`src/rtl/vga_pkg.sv`:
```
// Shared VGA timing defaults (640x480@60), frame totals, coordinate type and decode helper.
package vga_pkg;

    localparam int COORD_W = 10;
    typedef logic [COORD_W-1:0] coord_t;

    localparam int DEF_H_VISIBLE = 640;
    localparam int DEF_H_FRONT   = 16;
    localparam int DEF_H_SYNC    = 96;
    localparam int DEF_H_BACK    = 48;
    localparam int DEF_V_VISIBLE = 480;
    localparam int DEF_V_FRONT   = 10;
    localparam int DEF_V_SYNC    = 2;
    localparam int DEF_V_BACK    = 33;

    localparam int H_TOTAL = DEF_H_VISIBLE + DEF_H_FRONT + DEF_H_SYNC + DEF_H_BACK;
    localparam int V_TOTAL = DEF_V_VISIBLE + DEF_V_FRONT + DEF_V_SYNC + DEF_V_BACK;

    // Half-open window test used for both sync pulses.
    function automatic logic in_window(input coord_t c, input coord_t lo, input coord_t hi);
        return (c >= lo) && (c < hi);
    endfunction

endpackage

```
`src/rtl/vga_counter.sv`:
```
// Wrapping counter 0..TOTAL-1 with terminal-count flag and exposed next-state value.
module vga_counter
    import vga_pkg::*;
#(
    parameter int TOTAL = H_TOTAL
)(
    input  logic               clk,
    input  logic               rst_n,
    input  logic               en,
    output logic [COORD_W-1:0] count,
    output logic [COORD_W-1:0] count_next,
    output logic               tc
);

    localparam coord_t LAST = coord_t'(TOTAL - 1);

    // >= so an out-of-range count still wraps to 0 on the next enabled step.
    assign tc = (count >= LAST);

    always_comb begin
        count_next = count;
        if (en) begin
            count_next = tc ? '0 : count + coord_t'(1);
        end
    end

    always_ff @(posedge clk or negedge rst_n) begin
        if (!rst_n) begin
            count <= '0;
        end else begin
            count <= count_next;
        end
    end

endmodule

```
`src/rtl/vga_timing_gen.sv`:
```
// VGA sync/blank/coordinate generator. Define VGA_SYNC_DELAY_EN to delay hs/vs one extra clock.
module vga_timing_gen
    import vga_pkg::*;
#(
    parameter int H_VISIBLE = DEF_H_VISIBLE,
    parameter int H_FRONT   = DEF_H_FRONT,
    parameter int H_SYNC    = DEF_H_SYNC,
    parameter int H_BACK    = DEF_H_BACK,
    parameter int V_VISIBLE = DEF_V_VISIBLE,
    parameter int V_FRONT   = DEF_V_FRONT,
    parameter int V_SYNC    = DEF_V_SYNC,
    parameter int V_BACK    = DEF_V_BACK
)(
    input  logic               vga_clk,
    input  logic               reset_n,
    output logic               hs,
    output logic               vs,
    output logic               blank,
    output logic [COORD_W-1:0] DrawX,
    output logic [COORD_W-1:0] DrawY,
    output logic               frame_start,
    output logic               frame_done
);

    localparam int H_TOTAL_CFG = H_VISIBLE + H_FRONT + H_SYNC + H_BACK;
    localparam int V_TOTAL_CFG = V_VISIBLE + V_FRONT + V_SYNC + V_BACK;

    localparam coord_t H_VIS_C  = coord_t'(H_VISIBLE);
    localparam coord_t V_VIS_C  = coord_t'(V_VISIBLE);
    localparam coord_t HS_START = coord_t'(H_VISIBLE + H_FRONT);
    localparam coord_t HS_END   = coord_t'(H_VISIBLE + H_FRONT + H_SYNC);
    localparam coord_t VS_START = coord_t'(V_VISIBLE + V_FRONT);
    localparam coord_t VS_END   = coord_t'(V_VISIBLE + V_FRONT + V_SYNC);

    coord_t h_count, h_next;
    coord_t v_count, v_next;
    logic   h_tc, v_tc;

    logic hs_p1, vs_p1, blank_p1, frame_start_p1, frame_done_p1;

    vga_counter #(.TOTAL(H_TOTAL_CFG)) u_hcnt (
        .clk        (vga_clk),
        .rst_n      (reset_n),
        .en         (1'b1),
        .count      (h_count),
        .count_next (h_next),
        .tc         (h_tc)
    );

    vga_counter #(.TOTAL(V_TOTAL_CFG)) u_vcnt (
        .clk        (vga_clk),
        .rst_n      (reset_n),
        .en         (h_tc),
        .count      (v_count),
        .count_next (v_next),
        .tc         (v_tc)
    );

    // Stage p1: decode from next-state counts so flags line up with the registered counts.
    always_ff @(posedge vga_clk or negedge reset_n) begin
        if (!reset_n) begin
            hs_p1          <= 1'b1;
            vs_p1          <= 1'b1;
            blank_p1       <= 1'b0;
            frame_start_p1 <= 1'b0;
            frame_done_p1  <= 1'b0;
        end else begin
            hs_p1          <= !in_window(h_next, HS_START, HS_END);
            vs_p1          <= !in_window(v_next, VS_START, VS_END);
            blank_p1       <= (h_next < H_VIS_C) && (v_next < V_VIS_C);
            frame_start_p1 <= h_tc && v_tc;
            frame_done_p1  <= h_tc && (v_next == V_VIS_C);
        end
    end

`ifdef VGA_SYNC_DELAY_EN
    logic hs_p2, vs_p2;

    // Stage p2: sync only, for sinks that register RGB one clock after the coordinates.
    always_ff @(posedge vga_clk or negedge reset_n) begin
        if (!reset_n) begin
            hs_p2 <= 1'b1;
            vs_p2 <= 1'b1;
        end else begin
            hs_p2 <= hs_p1;
            vs_p2 <= vs_p1;
        end
    end

    assign hs = hs_p2;
    assign vs = vs_p2;
`else
    assign hs = hs_p1;
    assign vs = vs_p1;
`endif

    assign blank       = blank_p1;
    assign frame_start = frame_start_p1;
    assign frame_done  = frame_done_p1;
    assign DrawX       = h_count;
    assign DrawY       = v_count;

endmodule

```
`config.mk`:
```
export PLATFORM = sky130hd
export DESIGN_NAME = vga_timing_gen
export DESIGN_NICKNAME = d
export VERILOG_FILES = /design/src/rtl/vga_pkg.sv /design/src/rtl/vga_counter.sv /design/src/rtl/vga_timing_gen.sv
export SDC_FILE = /design/constraint.sdc
export NUM_CORES = 1
export LEC_CHECK = 0
export CAP_MARGIN = 15
export CORE_AREA = 2 2 53 55
export CTS_BUF_LIST = sky130_fd_sc_hd__clkbuf_8 sky130_fd_sc_hd__clkbuf_16
export DETAILED_ROUTE_END_ITERATION = 7
export DIE_AREA = 0 0 55 57
export GPL_ROUTABILITY_DRIVEN = 0
export PLACE_DENSITY = 0.9
export SLEW_MARGIN = 20
export SYNTH_ARGS = -nofsm -noshare
export SYNTH_HDL_FRONTEND = slang
export SYNTH_SLANG_ARGS = --single-unit
```
`constraint.sdc`:
```
create_clock -name vga_clk -period 5.6 [get_ports vga_clk]
set_input_delay 1.12 -clock vga_clk [delete_from_list [all_inputs] [get_ports vga_clk]]
set_output_delay 1.12 -clock vga_clk [all_outputs]
set_load 0.05 [all_outputs]
```
== Word level (Yosys, flattened, before mapping) ==
Cells that the tools add are included.
W data, S select, Z words.

* Word-level logic and storage cells: 28
* Input port bits: 2
* Register bits after elaboration: 25
* Output and inout port bits: 25

* Eq/ne operators: 1
* Reductions and logical operators: 7
* Add/subtract/negate cells: 2
* Muxes and demuxes: 3
* Magnitude comparators: 8

{| class="wikitable"
|+ Operators by type and width
! kind !! count
|-
| $ge A10 B10 Y1 const B || 3
|-
| $mux W10 || 3
|-
| $add A10 B1 Y10 const B || 2
|-
| $lt A10 B10 Y1 const B || 2
|-
| $lt A10 B9 Y1 const B || 2
|-
| $eq A10 B9 Y1 const B || 1
|-
| $ge A10 B9 Y1 const B || 1
|-
| $logic_and A1 B1 Y1 || 5
|-
| $logic_not A1 Y1 || 2
|}

== Depth between registers and ports, before layout ==
Gate-level depths: netlist of run 1.

* Depth in word-level cells: 6
* Depth in mapped cells: 7
* Gate-level depth less buffers: 6

== Cells and area by module ==
Synthesis of run 1 repeated with hierarchy kept, for this count alone.

* Cell total of the unflattened synthesis: 132
* Area, all modules: 1332.5 sq um

{| class="wikitable"
|+ Modules (own cells, without submodules)
! module !! area an instance (sq um) !! seq. area each (sq um) !! cells an instance !! times used
|-
| vga_counter (u_hcnt) || 551.8 || 250.2 || 55 || 1
|-
| vga_counter (u_vcnt) || 539.3 || 250.2 || 56 || 1
|-
| vga_timing_gen || 241.5 || 127.6 || 21 || 1
|}

== Worst setup path after synthesis of run 1 ==
Ideal clock, no wire load.

* Kind: reg2reg
* From: reg u_hcnt.count[0]
* To: reg frame_done_p1, in the netlist frame_done
* Data arrival time: 2.337 ns
* Setup slack: 3.194 ns
* Library setup time: 0.068 ns
* Required time: 5.532 ns
* Clock period less this slack: 2.406 ns
* Cell stages (with the launch flop): 7
* Buffers on the path: 0
* Path through: dfrtp_1 > ha_1 > nand4_1 > a21o_1 > or3_1 > a221oi_1 > and4_1

* Cells in the longest elaborated chain, start to end: 4

{| class="wikitable"
|+ Ends and longest elaborated chain
! item !! line !! RTL
|-
| start: declaration || vga_counter.sv:10 || <nowiki>output logic [COORD_W-1:0] count,</nowiki>
|-
| start signal: assignment || vga_counter.sv:31 || <nowiki>count <= count_next;</nowiki>
|-
| $ge A10 B10 Y1 (*) || vga_counter.sv:18 || <nowiki>assign tc = (count >= LAST);</nowiki>
|-
| $mux W10 || vga_counter.sv:22 || <nowiki>if (en) begin</nowiki>
|-
| $eq A10 B9 Y1 || vga_timing_gen.sv:72 || <nowiki>frame_done_p1 <= h_tc && (v_next == V_VIS_C);</nowiki>
|-
| $logic_and A1 B1 Y1 (*) || vga_timing_gen.sv:72 ||
|-
| end signal: assignment || vga_timing_gen.sv:72 ||
|-
| end: declaration || vga_timing_gen.sv:39 || <nowiki>logic hs_p1, vs_p1, blank_p1, frame_start_p1, frame_done_p1;</nowiki>
|}

Every way passes the cells marked *; elsewhere a longest branch is shown, timed or not.

== Worst setup path after layout of run 1 ==
* From: reg u_vcnt.count[4]
* To: out DrawY[4]

{| class="wikitable"
|+ RTL lines
! item !! line !! RTL
|-
| start: declaration || vga_counter.sv:10 ||
|-
| start signal: assignment || vga_counter.sv:31 ||
|-
| end: declaration || vga_timing_gen.sv:20 || <nowiki>output logic [COORD_W-1:0] DrawY,</nowiki>
|}

No word-level cell between the ends.

==> results of run 1 <==
cells in the final DEF (no fill, tap or decap), types with 3 or more instances in the layout:
cell type / synthesis / routed
xnor2_1: 7 / 7
and2_1: 3 / 3
or3_1: 3 / 3
dfrtp_1: 23 / 23
inv_1: 6 / 6
a21oi_1: 5 / 5
clkdlybuf4s50_1: 0 / 25
nand3_1: 11 / 11
nand4_1: 6 / 6
nor2_1: 14 / 14
o21ai_0: 9 / 9
o31ai_1: 3 / 3
nand2_1: 15 / 15
clkbuf_8: 0 / 3
ha_1: 3 / 3
and4_1: 3 / 3
cell type report:
class                           instances  area [um2]  share of cell area
Clock inverter                          1        7.51             0.00451
Timing Repair Buffer                   26         255               0.153
Multi-Input combinational cell        108         669               0.403
Inverter                                6        22.5              0.0135
Tap cell                               31        38.8              0.0233
Clock buffer                            3        41.3              0.0248
Sequential cell                        25         628               0.378
worst min-delay path by stage:
stage,start,end,depth (start not counted)
2_1_floorplan,u_hcnt.count[0],u_hcnt.count[0],1
5_1_grt,u_hcnt.count[0],u_hcnt.count[0],1
3_3_place_gp,u_hcnt.count[0],u_hcnt.count[0],1
6_report,u_hcnt.count[0],u_hcnt.count[0],1
3_5_place_dp,u_hcnt.count[0],u_hcnt.count[0],1
4_1_cts,u_hcnt.count[0],u_hcnt.count[0],1
worst reg2reg max path, delay by kind of cell (launching register included):
kind,cells,cell delay (ns)
AND/OR/NAND/NOR,3,0.94
flip-flops,1,0.46
adder cells (fa/ha/maj),1,0.26
AO/OA/AOI/OAI,2,0.81
per-layer routing:
metal | up-vias | part of all wire
met1 | 558 | 0.43
met2 | 50 | 0.50
met4 | 0 | 0.013
li1 | 568 | -
met3 | 4 | 0.059
met5 | - | 0
power by group through the flow:
stage	Sequential (mW)	Combinational (mW)	Clock (mW)
after floorplan	0.184	0.000000207	0
after global placement	0.184	0.00408	0
after detailed placement	0.184	0.00424	0
after CTS	0.180	0.00424	0.111
after global routing	0.180	0.00441	0.117
final	0.180	0.00357	0.109
logic make-up (layout without fill, tap and decap cells):
kind of cell             Yosys count  after routing  synth area share
buffers and inverters             13             36            0.0380
flip-flops                        25             25             0.466
adder cells (fa/ha/maj)            3              3            0.0278
AO/OA/AOI/OAI                     30             30             0.147
multiplexers                       1              1           0.00742
AND/OR/NAND/NOR                   65             65             0.255
XOR/XNOR                           9              9            0.0584
registers in the layout, summed over array words and instances, names as in the netlist:
signal / cells
u_hcnt.count: 10
u_vcnt.count: 10
blank: 1
frame_done: 1
frame_start: 1
hs: 1
vs: 1
==> metrics.yaml, run 1 <==
num-fill-cells: 205
synth_edf_count: 0
num_vias: 1180
syn2layout_area_growth_pct: 23.3
pre_cts_ws_ns: 3.09
swShare: 0.212
avgSynthCellArea_um2: 9.24
critPathLaunch: "u_vcnt.count[4]"
drt-initial-drc-count: 79
hold_viol: 0
rsz0062_at_grt: "no"
fin_skew_ns: 0.00328
synth_top_area_frac: 0.427
slew_headroom: 0.400
p_per_area_nw_per_um2: 176
grt_busiest_layer: "met2"
cts_resized: 0
core-area_um2: 2620
endpoint_kind: "output port"
r2r_start: "u_hcnt.count[0]"
path_depth: 1
grt_use_met1: 0.308
fin_nets: 175
synth_seq_area_share: 0.466
fin_cells: 200
drt_drc_violations_left: 0
status: "complete, no violations"
synth_common_cells: "dfrtp_1, nand2_1, nor2_1, nand3_1, o21ai_0"
clock_path_buffers: 2
p_total_uw: 293
yosysMostFrequentCell: "dfrtp_1"
grt_pass1_vias: 1125
setup_violations: 0
placed_area_um2: 1620
critical_path_arrival_ns: 1.71
async_flop_share: 1.00
crit_buf_inv: 1
fmax_mhz: 353
ys_warn_count: 0
fin_crit_ns: 2.83
grt_usage: 0.216
period_share: 0.506
p_leak_nw: 0.634
p_clk_frac: 0.373
synth_area_um2: 1350
wl_mm: 3.03
cts_num_sinks: 25
hold_slack_ns: 0.574
die_h_um: 57
ys_top_cells_by_area: "dfrtp_1, xnor2_1, nand2_1, nand3_1, dfstp_2"
ioPinCount: 27
slew_viol_final: 0
crit_type: "flop to output port"
clock_latency_ns: 0.27
design.die.area_um2: 3140
utilization: 0.636
antenna_left: 0
grt_max_degree: 26
final.setup.worst_slack_ns: 2.77
dpl.hpwl_mm: 2.11
synth_fp_nets: 151
switchingPower_uw: 62.2
p_comb_frac: 0.012
cp.required_ns: 4.48
drv_cap: 0
grt_first_pass_wirelength_mm: 5.11
crit_end: "DrawY[4]"
rr_endpoint: "frame_done"
cpMaxStageDelayCell: "clkdlybuf4s50_1"
postCtsSetupRepairBufs: 0
setup_tns_ns: 0
initial_core_util: 0.516
crit_path_max_incr_delay_ns: 0.87
root_buffer: "clkbuf_8"
worst_pin_slew_ns: 0.899
detail_route.wl_per_cell_um: 15.2
path_clk_slew_ns: 0.09
drt-pass1-iter-count: 5
synth_top_area_cell: "dfrtp_1"
antenna-diode-count: 0
critical-path-top-delay-family: "buffers and inverters"
htree_num_levels: 1
crit_chain: "clkdlybuf4s50_1"
cp_max_fo: 11
cts_tree: "yes"
hp-class: "flop to flop"
synth_cell_type_count: 38
p_int_uw: 231
reg2reg_slack_ns: 3.06
drive_above_1_share: 0.0710
via_per_inst: 5.90
postCtsHoldBufs: 0
antenna_found_initial: 0
final_cell_area_um2: 1660
worstRegToRegCells: 6
cts_buffers: 3
use_met3: 0.0262
seqPwrFrac: 0.615
ys_ff_latch: 25
place_inst: 196
ir_drop_v: 0.000131
grt-ovfl-total: 0
die_x_um: 55
io_buffers: 26
netlist_instances: 146
start_kind: "flop"
rows: 19
met2_usage: 0.337
synth_ff_type: "dfrtp_1"
No activity file was read; power rests on OpenSTA's default activity.
==> inputs of run 2 (changes only) <==
CORE_AREA = 2 2 55 57   (was 2 2 53 55)
DIE_AREA = 0 0 57 59   (was 0 0 55 57)
PLACE_DENSITY = 0.84   (was 0.9)
clock period = 2.8 ns   (was 5.6 ns; I/O delays follow)
==> run 2 against run 1 <==
Compared with the run above:
- via count grew 2.6%
- clock skew grew 0.0024 ns
- total power grew 100%
- non-clock buffer count grew 2
- global-route usage shrank 1.0 points
- combinational power grew to 2.5 times the previous value
- clock power grew 100%
- critical path depth grew 5
- register-to-register slack lost 2.7 ns
- final area grew 1.2%
- count of clock-buffer cells in the layout is the same
- critical endpoint is now frame_done
==> metrics.yaml, run 2 (synthesis gave the netlist of run 1 again) <==
fin_skew_ns: 0.00569  # +0.00241 ns
fin_nets: 177  # +1.1%
fin_cells: 202  # +1.0%
io_buffers: 26  # unchanged
rsz0062_at_grt: "no"
design.die.area_um2: 3360  # +7.3%
worst_pin_slew_ns: 0.726  # -0.174 ns
ioPinCount: 27  # unchanged
postCtsHoldBufs: 0  # unchanged
die_x_um: 57  # +3.6%
cts_num_sinks: 25  # unchanged
path_clk_slew_ns: 0.09  # about the same
cts_tree: "yes"
grt_first_pass_wirelength_mm: 5.32  # +4.2%
hold_slack_ns: 0.546  # -0.0275 ns
critical_path_arrival_ns: 2.61  # +0.90 ns
setup_tns_ns: 0  # unchanged
syn2layout_area_growth_pct: 24.8
ir_drop_v: 0.000309  # +140%
clock_latency_ns: 0.27  # about the same
antenna_found_initial: 0  # unchanged
drive_above_1_share: 0.0760  # +0.00502
grt-ovfl-total: 0  # unchanged
dpl.hpwl_mm: 2.29  # +8.3%
num-fill-cells: 226  # +10%
regArea_um2: 628  # unchanged
final_common_cell: "clkdlybuf4s50_1"
start_kind: "flop"
p_per_area_nw_per_um2: 351  # +99%
die_h_um: 59  # +3.5%
rows: 19  # unchanged
place_inst: 198  # +1.0%
period_share: 0.859
slew_headroom: 0.515  # +0.114
hold_viol: 0  # unchanged
setup_violations: 0  # unchanged
drv_cap: 0  # unchanged
slew_viol_final: 0  # unchanged
drt-initial-drc-count: 60  # -24%
root_buffer: "clkbuf_8"
reg_top3: "u_hcnt.count (10), u_vcnt.count (10)"
endpoint_kind: "flop"
crit_type: "flop to flop"
core-area_um2: 2710  # +3.6%
grt_usage: 0.206  # -0.0104
fmax_mhz: 416
cp.required_ns: 3.01  # -1.47 ns
p_leak_nw: 0.644  # +1.6%
antenna_left: 0  # unchanged
drt-pass1-iter-count: 5  # unchanged
pre_cts_ws_ns: 0.455  # -2.64 ns
status: "complete, no violations"
detail_route.wl_per_cell_um: 15.5  # +2.1%
cp_max_fo: 15  # +4
antenna-diode-count: 0  # unchanged
final_cell_mix: "clkdlybuf4s50_1, dfrtp_1, nand2_1, nor2_1, nand3_1"
final.setup.worst_slack_ns: 0.396  # -2.37 ns
postCtsSetupRepairBufs: 0  # unchanged
fin_crit_ns: 2.40
htree_num_levels: 1  # unchanged
cts_resized: 0  # unchanged
initial_core_util: 0.498  # -0.0181
p_total_uw: 591  # +100%
via_per_inst: 6.00  # +1.6%
clock_path_buffers: 2  # unchanged
grt_pass1_vias: 1085  # -3.6%
grt_max_degree: 17  # -35%
hp-class: "flop to flop"
multi_input_area_um2: 669  # unchanged
drt_drc_violations_left: 0  # unchanged
wl_mm: 3.13  # +3.2%
cts_buffers: 3  # unchanged
num_vias: 1211  # +2.6%
[run 2: worst max-delay path: stages, from the launching register on]
cell      delay (ns)
dfrtp_1         0.44
ha_1            0.24
nand4_1         0.21
a21o_1          0.37
or3_1           0.43
a221oi_1        0.41
and4_1          0.24
[run 2: area by class of cell]
type	instances	area share
multi-input cells	108	0.398
repair buffers	28	0.164
inverters	6	0.0134
well taps	31	0.0230
flip-flops and latches	25	0.373
clock inverters	1	0.00446
clock buffers	3	0.0245
[run 2: stage by stage]
step | utilization | cell area [um2]
after floorplan | - | 1350
after global placement | 0.603 | 1630
after detailed placement | 0.603 | 1630
after CTS | 0.621 | 1680
after global routing | 0.621 | 1680
final | 0.621 | 1680
[run 2: path summary, 6_finish.rpt]
kind | slack [ns] | cells after the start | start | endpoint
max reg2reg | 0.40 | 6 | u_hcnt.count[0] | frame_done
min | 0.55 | 1 | u_hcnt.count[0] | u_hcnt.count[0]
min reg2reg | 0.55 | 1 | u_hcnt.count[0] | u_hcnt.count[0]
max in group asynchronous | 1.47 | 2 | reset_n | u_vcnt.count[2]
max | 0.40 | 6 | u_hcnt.count[0] | frame_done
min in group asynchronous | 0.71 | 1 | reset_n | u_vcnt.count[6]
[run 2: layer usage]
layer | GRT usage | part of all wire | vias up | wire length [um]
li1 | - | - | 579 | -
met1 | 0.293 | 0.43 | 563 | 1340
met2 | 0.320 | 0.49 | 61 | 1520
met3 | 0.0306 | 0.070 | 8 | 220
met4 | 0.0797 | 0.016 | 0 | 49
met5 | 0 | 0 | - | 0
[run 2: power by group]
| group | switching, mW | leakage (nW) | internal [mW] |
|---|---|---|---|
| combinational | 0.00692 | 0.299 | 0.00213 |
| sequential | 0 | 0.323 | 0.361 |
| clock | 0.120 | 0.0217 | 0.101 |
| total | 0.127 | 0.644 | 0.464 |
==> inputs of run 3 (changes only) <==
==> constraint.sdc (replaced) <==
create_clock -name vga_clk -period 2.8 [get_ports vga_clk]
set_input_delay 0.28 -clock vga_clk [delete_from_list [all_inputs] [get_ports vga_clk]]
set_output_delay 0.28 -clock vga_clk [all_outputs]
set_load 0.05 [all_outputs]
==> run 3 against run 2 <==
Compared with the run above:
- cell count is the same
- utilization shrank 0.14 points
- total power is 1.8% lower
- final area down 0.22%
- worst setup slack better by 0.023 ns
- via count is 2.7% higher
- combinational power decreased by 2.5%
- sequential share of layout area increased by 0.083 points
- clock power shrank 5%
- critical endpoint unchanged
- largest cell class unchanged
- largest power group unchanged
- highest routed layer unchanged
==> metrics.yaml, run 3 (synthesis gave the netlist of run 1 again) <==
reg_top3: "u_hcnt.count (10), u_vcnt.count (10)"
cts_buffers: 3  # unchanged
final.setup.worst_slack_ns: 0.418  # +0.0225 ns
p_per_area_nw_per_um2: 345  # -1.6%
fin_crit_ns: 2.38  # -0.0225 ns
die_h_um: 59  # unchanged
worst_pin_slew_ns: 0.535  # -0.191 ns
grt-ovfl-total: 0  # unchanged
fin_skew_ns: 0.00506  # -0.000627 ns
cp.required_ns: 3.01  # about the same
antenna_found_initial: 0  # unchanged
grt_usage: 0.206  # +0.000729
design.die.area_um2: 3360  # unchanged
pre_cts_ws_ns: 0.463  # +0.00771 ns
cts_resized: 0  # unchanged
antenna_left: 0  # unchanged
detail_route.wl_per_cell_um: 15.8  # +1.9%
endpoint_kind: "flop"
critical_path_arrival_ns: 2.59  # -0.02 ns
status: "complete, no violations"
slew_headroom: 0.644  # +0.129
initial_core_util: 0.498  # unchanged
cts_num_sinks: 25  # unchanged
cts_tree: "yes"
hold_viol: 0  # unchanged
final_common_cell: "clkdlybuf4s50_1"
setup_violations: 0  # unchanged
root_buffer: "clkbuf_8"
slew_viol_final: 0  # unchanged
utilization: 0.620  # -0.00138
num_vias: 1244  # +2.7%
antenna-diode-count: 0  # unchanged
final_cell_area_um2: 1680  # -0.22%
grt_first_pass_wirelength_mm: 5.37  # +0.92%
htree_num_levels: 1  # unchanged
rows: 19  # unchanged
start_kind: "flop"
fmax_mhz: 420  # +0.95%
postCtsHoldBufs: 0  # unchanged
via_per_inst: 6.16  # +2.7%
hp-class: "primary input to asynchronous set/reset pin"
rsz0062_at_grt: "no"
placed_area_um2: 1630  # unchanged
io_buffers: 26  # unchanged
grt_max_degree: 26  # +9
p_leak_nw: 0.649  # +0.80%
core-area_um2: 2710  # unchanged
ir_drop_v: 0.000287  # -6.9%
fin_nets: 177  # unchanged
path_clk_slew_ns: 0.09  # about the same
num-fill-cells: 237  # +4.9%
crit_type: "flop to flop"
p_total_uw: 580  # -1.8%
drv_cap: 0  # unchanged
clock_latency_ns: 0.27  # about the same
ioPinCount: 27  # unchanged
die_x_um: 57  # unchanged
drt-pass1-iter-count: 5  # unchanged
drt_drc_violations_left: 0  # unchanged
grt_pass1_vias: 1184  # +9.1%
final_cell_mix: "clkdlybuf4s50_1, dfrtp_1, nand2_1, nor2_1, nand3_1"
setup_tns_ns: 0  # unchanged
syn2layout_area_growth_pct: 24.5
postCtsSetupRepairBufs: 0  # unchanged
drt-initial-drc-count: 46  # -23%
wl_mm: 3.19  # +1.9%
reg2reg_slack_ns: 0.42  # +0.02 ns
clock_path_buffers: 2  # unchanged
drive_above_1_share: 0.0702  # -0.00585
cp_max_fo: 15  # unchanged
period_share: 0.851  # -0.00805
dpl.hpwl_mm: 2.31  # +0.82%
[run 3: cell types whose count changed in the layout (fill, tap and decap cells not counted), sizes merged]
| cell | change |
|---|---|
| clkinvlp | -1 |
| inv | +1 |
[run 3: cell type report]
type	instances	area, um2	area share
Multi-Input combinational cell	108	669	0.399
Sequential cell	25	628	0.374
Timing Repair Buffer	28	275	0.164
Clock buffer	3	41.3	0.0246
Tap cell	31	38.8	0.0231
Inverter	6	22.5	0.0134
Clock inverter	1	3.75	0.00224
[run 3: stage by stage]
step | cells | hold slack, ns
6_report | 202 | 0.360
5_1_grt | 202 | 0.393
4_1_cts | 202 | 0.376
3_5_place_dp | 198 | 0.528
3_3_place_gp | 198 | 0.501
2_1_floorplan | 146 | -0.0156
[run 3: path summary, 6_finish.rpt]
| kind | end | cells past startpoint | start |
|---|---|---|---|
| worst max-delay path | frame_done | 6 | u_hcnt.count[0] |
| worst min-delay path | u_vcnt.count[4] | 2 | reset_n |
| worst max register to register | frame_done | 6 | u_hcnt.count[0] |
| worst min register to register | u_hcnt.count[0] | 1 | u_hcnt.count[0] |
| max in group asynchronous | hs | 2 | reset_n |
| min in group vga_clk | u_hcnt.count[0] | 1 | u_hcnt.count[0] |
[run 3: per-layer routing]
metal | GRT usage | wire length, um | vias to the layer above
met5 | 0 | 0 | -
met4 | 0.106 | 96 | 0
met3 | 0.0371 | 152 | 14
met2 | 0.319 | 1510 | 54
met1 | 0.280 | 1430 | 599
li1 | - | - | 577
[run 3: power breakdown]
part           switching [mW]  internal (mW)
logic                 0.00667        0.00214
registers                   0          0.361
clock network           0.112         0.0982
total                   0.119          0.461
[run 3: worst max-delay path, stage by stage, from the launching register on]
cell	delay [ns]
dfrtp_1	0.44
ha_1	0.24
nand4_1	0.22
a21o_1	0.36
or3_1	0.42
a221oi_1	0.40
and4_1	0.25
